--- config.mk ---
export PLATFORM = sky130hd
export DESIGN_NAME = issue_ctrl_flat
export DESIGN_NICKNAME = d
export VERILOG_FILES = /design/src/rtl/issue_ctrl_if.sv /design/src/rtl/issue_ctrl.sv /design/src/flat_wrapper.sv
export SDC_FILE = /design/constraint.sdc
export NUM_CORES = 1
export LEC_CHECK = 0
export CORE_MARGIN = 2
export CORE_UTILIZATION = 52
export CTS_BUF_LIST = sky130_fd_sc_hd__clkbuf_16
export DETAILED_ROUTE_END_ITERATION = 6
export GPL_TIMING_DRIVEN = 0
export PLACE_DENSITY = 0.85
export REMOVE_ABC_BUFFERS = 1
export SKIP_LAST_GASP = 1
export SLEW_MARGIN = 20
export SYNTH_ARGS = -nofsm -noshare
export SYNTH_HDL_FRONTEND = slang
export SYNTH_SLANG_ARGS = --single-unit
--- constraint.sdc ---
create_clock -name clk -period 3.4 [get_ports clk]
set_input_delay 0.34 -clock clk [delete_from_list [all_inputs] [get_ports clk]]
set_output_delay 0.34 -clock clk [all_outputs]
set_load 0.05 [all_outputs]
--- src/rtl/issue_ctrl_if.sv ---
// Decode/execute/writeback handshake bundle for the issue and hazard controller.
// The master modport drives decode/execute/writeback inputs; the slave is the controller.
interface issue_ctrl_if #(
    parameter int NREG  = 32,
    parameter int CNT_W = 32
);
    logic             id_valid;
    logic             rs1_r_ena;
    logic             rs2_r_ena;
    logic [4:0]       rs1_r_addr;
    logic [4:0]       rs2_r_addr;
    logic             rd_w_ena;
    logic [4:0]       rd_w_addr;
    logic             id_serial;
    logic             ex_redirect;
    logic             wb_valid;
    logic [4:0]       wb_rd_addr;
    logic             id_ready;
    logic             ex_valid;
    logic             flush_if;
    logic [NREG-1:0]  busy_mask;
    logic [CNT_W-1:0] stall_cnt;

    modport master (
        output id_valid, rs1_r_ena, rs2_r_ena, rs1_r_addr, rs2_r_addr,
               rd_w_ena, rd_w_addr, id_serial, ex_redirect, wb_valid, wb_rd_addr,
        input  id_ready, ex_valid, flush_if, busy_mask, stall_cnt
    );

    modport slave (
        input  id_valid, rs1_r_ena, rs2_r_ena, rs1_r_addr, rs2_r_addr,
               rd_w_ena, rd_w_addr, id_serial, ex_redirect, wb_valid, wb_rd_addr,
        output id_ready, ex_valid, flush_if, busy_mask, stall_cnt
    );
endinterface

--- src/rtl/issue_ctrl.sv ---
// In-order issue controller: register scoreboard with RAW/WAW stalls, redirect kill,
// serializing-instruction drain, and a saturating stall-cycle counter.
module issue_ctrl #(
    parameter int NREG  = 32,
    parameter int CNT_W = 32
) (
    input  logic       clk,
    input  logic       rst_n,
    issue_ctrl_if.slave bus
);

    typedef enum logic [1:0] {
        RUN   = 2'd0,
        KILL  = 2'd1,
        DRAIN = 2'd2
    } state_t;

    state_t           state;
    state_t           state_nxt;
    logic [NREG-1:0]  sb;
    logic [NREG-1:0]  sb_eff;
    logic [NREG-1:0]  wb_clr;
    logic [NREG-1:0]  set_mask;
    logic             haz;
    logic             ready;
    logic             ex_valid_q;
    logic [CNT_W-1:0] cnt;
    logic             cnt_inc;

    // Register file is write-first, so a commit in this cycle already satisfies readers.
    always_comb begin
        wb_clr = '0;
        if (bus.wb_valid) begin
            wb_clr[bus.wb_rd_addr] = 1'b1;
        end
        sb_eff = sb & ~wb_clr;
    end

    always_comb begin
        haz = (bus.rs1_r_ena & sb_eff[bus.rs1_r_addr]) |
              (bus.rs2_r_ena & sb_eff[bus.rs2_r_addr]) |
              (bus.rd_w_ena  & sb_eff[bus.rd_w_addr]);
    end

    always_comb begin
        ready = bus.id_valid & (state == RUN) & ~haz & ~bus.ex_redirect &
                ~(bus.id_serial & (sb != '0));
    end

    always_comb begin
        set_mask = '0;
        if (ready && bus.rd_w_ena && (bus.rd_w_addr != 5'd0)) begin
            set_mask[bus.rd_w_addr] = 1'b1;
        end
    end

    always_comb begin
        state_nxt = state;
        case (state)
            RUN: begin
                if (bus.ex_redirect) begin
                    state_nxt = KILL;
                end else if (ready && bus.id_serial) begin
                    state_nxt = DRAIN;
                end
            end
            KILL: begin
                state_nxt = RUN;
            end
            DRAIN: begin
                if (bus.ex_redirect) begin
                    state_nxt = KILL;
                end else if ((sb == '0) && !ex_valid_q) begin
                    state_nxt = RUN;
                end
            end
            default: begin
                state_nxt = RUN;
            end
        endcase
    end

    always_comb begin
        cnt_inc = bus.id_valid & ~ready & (state != KILL);
    end

    always_ff @(posedge clk or negedge rst_n) begin
        if (!rst_n) begin
            state      <= RUN;
            sb         <= '0;
            ex_valid_q <= 1'b0;
            cnt        <= '0;
        end else begin
            state      <= state_nxt;
            sb         <= sb_eff | set_mask;
            ex_valid_q <= ready & ~bus.ex_redirect;
            if (cnt_inc && (cnt != '1)) begin
                cnt <= cnt + 1'b1;
            end
        end
    end

    assign bus.id_ready  = ready;
    assign bus.ex_valid  = ex_valid_q;
    assign bus.flush_if  = (state == KILL) | bus.ex_redirect;
    assign bus.busy_mask = sb;
    assign bus.stall_cnt = cnt;

endmodule
--- src/flat_wrapper.sv ---
// flat-port wrapper written by rule: the top's interface ports become plain ports
module issue_ctrl_flat 
#(
    parameter int NREG  = 32,
    parameter int CNT_W = 32
)
  (clk, rst_n, bus_id_valid, bus_rs1_r_ena, bus_rs2_r_ena, bus_rs1_r_addr, bus_rs2_r_addr, bus_rd_w_ena, bus_rd_w_addr, bus_id_serial, bus_ex_redirect, bus_wb_valid, bus_wb_rd_addr, bus_id_ready, bus_ex_valid, bus_flush_if, bus_busy_mask, bus_stall_cnt);
  issue_ctrl_if #(.NREG(NREG), .CNT_W(CNT_W)) bus_i ();
  input  logic clk;
  input  logic rst_n;
  input wire logic [$bits(bus_i.id_valid)-1:0] bus_id_valid;
  input wire logic [$bits(bus_i.rs1_r_ena)-1:0] bus_rs1_r_ena;
  input wire logic [$bits(bus_i.rs2_r_ena)-1:0] bus_rs2_r_ena;
  input wire logic [$bits(bus_i.rs1_r_addr)-1:0] bus_rs1_r_addr;
  input wire logic [$bits(bus_i.rs2_r_addr)-1:0] bus_rs2_r_addr;
  input wire logic [$bits(bus_i.rd_w_ena)-1:0] bus_rd_w_ena;
  input wire logic [$bits(bus_i.rd_w_addr)-1:0] bus_rd_w_addr;
  input wire logic [$bits(bus_i.id_serial)-1:0] bus_id_serial;
  input wire logic [$bits(bus_i.ex_redirect)-1:0] bus_ex_redirect;
  input wire logic [$bits(bus_i.wb_valid)-1:0] bus_wb_valid;
  input wire logic [$bits(bus_i.wb_rd_addr)-1:0] bus_wb_rd_addr;
  output wire logic [$bits(bus_i.id_ready)-1:0] bus_id_ready;
  output wire logic [$bits(bus_i.ex_valid)-1:0] bus_ex_valid;
  output wire logic [$bits(bus_i.flush_if)-1:0] bus_flush_if;
  output wire logic [$bits(bus_i.busy_mask)-1:0] bus_busy_mask;
  output wire logic [$bits(bus_i.stall_cnt)-1:0] bus_stall_cnt;
  assign bus_i.id_valid = bus_id_valid;
  assign bus_i.rs1_r_ena = bus_rs1_r_ena;
  assign bus_i.rs2_r_ena = bus_rs2_r_ena;
  assign bus_i.rs1_r_addr = bus_rs1_r_addr;
  assign bus_i.rs2_r_addr = bus_rs2_r_addr;
  assign bus_i.rd_w_ena = bus_rd_w_ena;
  assign bus_i.rd_w_addr = bus_rd_w_addr;
  assign bus_i.id_serial = bus_id_serial;
  assign bus_i.ex_redirect = bus_ex_redirect;
  assign bus_i.wb_valid = bus_wb_valid;
  assign bus_i.wb_rd_addr = bus_wb_rd_addr;
  assign bus_id_ready = bus_i.id_ready;
  assign bus_ex_valid = bus_i.ex_valid;
  assign bus_flush_if = bus_i.flush_if;
  assign bus_busy_mask = bus_i.busy_mask;
  assign bus_stall_cnt = bus_i.stall_cnt;
  issue_ctrl #(.NREG(NREG), .CNT_W(CNT_W)) u_core (.clk(clk), .rst_n(rst_n), .bus(bus_i));
endmodule
==> impl_metrics.py <==
metrics = {
    "status": {
        "status": "complete, no violations",
    },
    "sta": {
        "fmaxAchievable_ghz": 0.296,
        "finalSetupViolCount": 0,
        "report.final.hold_viol_count": 0,
        "tightest_slew_ns": 0.758,
        "clock_skew_ns": 0.0101,
        "timing.max_slew.rel_slack": 0.493,
        "period_needed_ns": 3.38,
        "slew_viol_final": 0,
        "grt_setup_unrepaired": "no",
        "fraction_of_the_cycle_the_final_worst_path_needs": 0.993,
        "worst_slack_ns": 0.0244,
    },
    "die": {
        "top_level_ports": 96,
        "die_area_mm2": 0.00976,
        "start_util": 0.536,
        "die_height_um": 98.8,
        "die_width_um": 98.8,
        "rows": 34,
        "coreArea_mm2": 0.00872,
    },
    "place": {
        "hpwlAfterDp_um": 10600,
        "post-place-ws_ns": -1.84,
        "globalplace.congestion": 0.963,
        "placement.io_buffers": 95,
    },
    "logic_synthesis": {
        "synth_xor_xnor_area_share": 0.0707,
        "synth_adder_area_share": 0.00268,
        "synth.area.mux_share": 0.109,
        "seq_area_frac_synth": 0.359,
        "synth.ff_latch_count": 67,
        "synth-compound-area-share": 0.180,
        "mappedNetlistArea_mm2": 0.00467,
        "syn-instance-count": 511,
        "netlist_top_cells_area": "sky130_fd_sc_hd__dfrtp_1 36%, sky130_fd_sc_hd__mux2i_1 7.1%, sky130_fd_sc_hd__xor2_1 5.1%",
        "syn_avg_cell_area_um2": 9.15,
        "combinational_family_with_the_most_area_after_synthesis": "simple AND/OR/NAND/NOR gates",
        "synth_largest_type_area_fraction": 0.359,
        "synth_enable_flop_cells": 0,
        "ys_dominant_reg_cell": "sky130_fd_sc_hd__dfrtp_1",
        "synth_largest_area_cell": "sky130_fd_sc_hd__dfrtp_1",
        "synth_async_sr_flop_share": 1.00,
        "synth_simple_gate_area_share": 0.237,
        "synth-warning-count": 0,
        "netlist_cell_types": 62,
    },
    "global_routing": {
        "via_count_of_the_first_global_routing_pass": 4642,
        "global_router_s_overall_resource_usage": 0.317,
        "grt_start_max_net_pins": 58,
        "grt_first_pass_wirelength_um": 24900,
        "globalRouteOverflowTotal": 0,
        "initial_antenna_violation_count": 0,
    },
    "final_layout": {
        "synthToLayoutAreaGrowth_pct": 31.1,
        "fillCellCount": 643,
        "antenna-diode-count": 0,
        "finish.utilization": 0.703,
        "final_layout_size_suffix_gt1_frac": 0.139,
        "final_cell_mix": "78 x sky130_fd_sc_hd__clkdlybuf4s50_1, 66 x sky130_fd_sc_hd__dfrtp_1, 42 x sky130_fd_sc_hd__o21ai_0, 31 x sky130_fd_sc_hd__mux2i_1",
        "layout.cells.most_common": "sky130_fd_sc_hd__clkdlybuf4s50_1",
        "design.final.nets": 628,
    },
    "drt": {
        "drt_wl_total_um": 15500,
        "detail_route.iter0.violations": 559,
        "drt_drc_violations_left": 0,
        "postRouteAntennaNets": 0,
        "route.detailed.wl_per_inst_um": 21.8,
        "drt_pass1_iterations": 7,
        "vias_after_detailed_routing": 4929,
        "viasPerCell": 6.93,
    },
    "critical_path": {
        "critical_path.endpoint_type": "primary output",
        "r2r_cells": 10,
        "timing.critical_path.slowest_cell_delay_ns": 0.66,
        "worst_ep_arrival_time_ns": 3.04,
        "critical_path.slowest_cell": "sky130_fd_sc_hd__clkdlybuf4s50_1",
        "worst-endpoint-required_ns": 3.06,
        "critical_path_class": "in -> out",
        "critPathMaxFanout": 13,
        "timing.critical_path.cells": "clkdlybuf4s50_1 -> or3b_2 -> o22ai_1 -> a221oi_1 -> o32ai_1 -> or4_1 -> a221oi_4 -> buf_6 -> buf_4",
        "crit-reg2reg-launch": "u_core.bus.busy_mask[26]",
        "r2r_end": "u_core.bus.stall_cnt[1]",
        "ff2ff_setup_slack_ns": 0.10,
        "crit_path_start_kind": "primary input",
    },
    "cts": {
        "cts_buffers": 9,
        "clock_tree.root_cell": "sky130_fd_sc_hd__clkbuf_16",
        "clkLatencyLatePin_ns": 0.33,
        "number_of_clock_sinks_seen_by_cts": 67,
        "ctsLongestPathBuffers": 2,
        "htree_num_levels": 3,
        "clkTransAtPathRegs_ns": 0.06,
        "tritoncts": "yes",
    },
    "min_path": {
        "min_path_type": "in -> async",
    },
    "pwr": {
        "leakage_uw": 0.00250,
        "vdd_ir_max_v": 0.000467,
        "post_layout_power_uw": 2670,
        "p_per_area_mw_per_mm2": 436,
    },
    "flow_run": {
        "max_cap_viol_count": 0,
    },
}
area by class of cell:
| type | count | area (um2) | area share |
|---|---|---|---|
| tap | 108 | 135 | 0.0220 |
| clock buffer | 9 | 225 | 0.0367 |
| timing repair buffer | 110 | 1060 | 0.173 |
| sequential | 67 | 1680 | 0.274 |
| clock inverter | 7 | 68.8 | 0.0112 |
| inverter | 11 | 46.3 | 0.00755 |
| multi-input combinational | 399 | 2920 | 0.476 |
worst max-delay path: cells and delay by family:
family                 cells  cell delay (ns)
AOI/OAI and AO/OA          4             0.83
buffers and inverters      3             1.07
and+or+nand+nor            2             0.78
Yosys cell counts, types with 14 or more instances:
library cell                n
sky130_fd_sc_hd__nand2_1   29
sky130_fd_sc_hd__nor4_1    25
sky130_fd_sc_hd__buf_2     16
sky130_fd_sc_hd__nand3_1   30
sky130_fd_sc_hd__o21ai_0   42
sky130_fd_sc_hd__xor2_1    27
sky130_fd_sc_hd__mux2i_1   33
sky130_fd_sc_hd__clkbuf_1  14
sky130_fd_sc_hd__nor3_1    26
sky130_fd_sc_hd__dfrtp_1   67
sky130_fd_sc_hd__a311oi_1  18
sky130_fd_sc_hd__o21ai_1   24
worst max-delay path by stage:
| stage | from | end | slack (ns) | depth (start not counted) |
|---|---|---|---|---|
| finish | bus_rs2_r_addr[3] | bus_id_ready | 0.02 | 9 |
| global route | bus_rs2_r_addr[3] | bus_id_ready | 0.005 | 9 |
| CTS | bus_wb_rd_addr[4] | bus_id_ready | 0.02 | 9 |
| detailed placement | bus_rs1_r_addr[0] | bus_id_ready | -1.84 | 9 |
| global placement | bus_rs1_r_addr[0] | bus_id_ready | -2.45 | 8 |
| floorplan | u_core.bus.stall_cnt[8] | u_core.bus.stall_cnt[1] | -0.62 | 7 |
what timing repair did:
action                     CTS  global route
hold buffers                 1             0
hold endpoints to repair    10             0
resized for setup           39            30
buffers inserted             8             1
pin swaps                    5             2
setup endpoints to repair   66            15
registers in the layout, summed over array words and instances, names as in the netlist:
| name | count |
|---|---|
| u_core.state | 2 |
| u_core.bus.busy_mask | 32 |
| u_core.bus.ex_valid | 1 |
| u_core.bus.stall_cnt | 32 |
metrics by stage:
step / hold WS (ns) / cells / cell area [um2] / setup TNS (ns)
2_1_floorplan: 0.0444 / 477 / 4520 / -25.95
4_1_cts: 0.392 / 710 / 6070 / 0
5_1_grt: 0.413 / 711 / 6130 / 0
3_3_place_gp: 0.441 / 680 / 5610 / -121.38
3_5_place_dp: 0.194 / 685 / 5670 / -75.39
6_report: 0.403 / 711 / 6130 / 0
cells by family (layout without fill, tap and decap cells):
family / after synthesis / in the layout
simple gates: 187 / 187
xor+xnor: 36 / 36
flops: 67 / 67
compound gates: 129 / 129
mux: 46 / 46
buf+inv: 45 / 137
fa+ha+maj: 1 / 1
power breakdown:
| group | switching [uW] | leakage, uW | internal, uW | total (uW) |
|---|---|---|---|---|
| Combinational | 497 | 0.00146 | 282 | 779 |
| Clock | 361 | 0.000147 | 566 | 928 |
| Sequential | 107 | 0.000895 | 859 | 966 |
metal layers:
| layer | part of all wire | vias up | global-route usage | routed length (um) |
|---|---|---|---|---|
| met4 | 0.026 | 0 | 0.104 | 402 |
| li1 | - | 2161 | - | - |
| met3 | 0.12 | 50 | 0.0688 | 1840 |
| met2 | 0.46 | 343 | 0.489 | 7100 |
| met1 | 0.40 | 2375 | 0.448 | 6140 |
| met5 | 0 | - | 0 | 0 |
(Power assumes the default switching activity.)
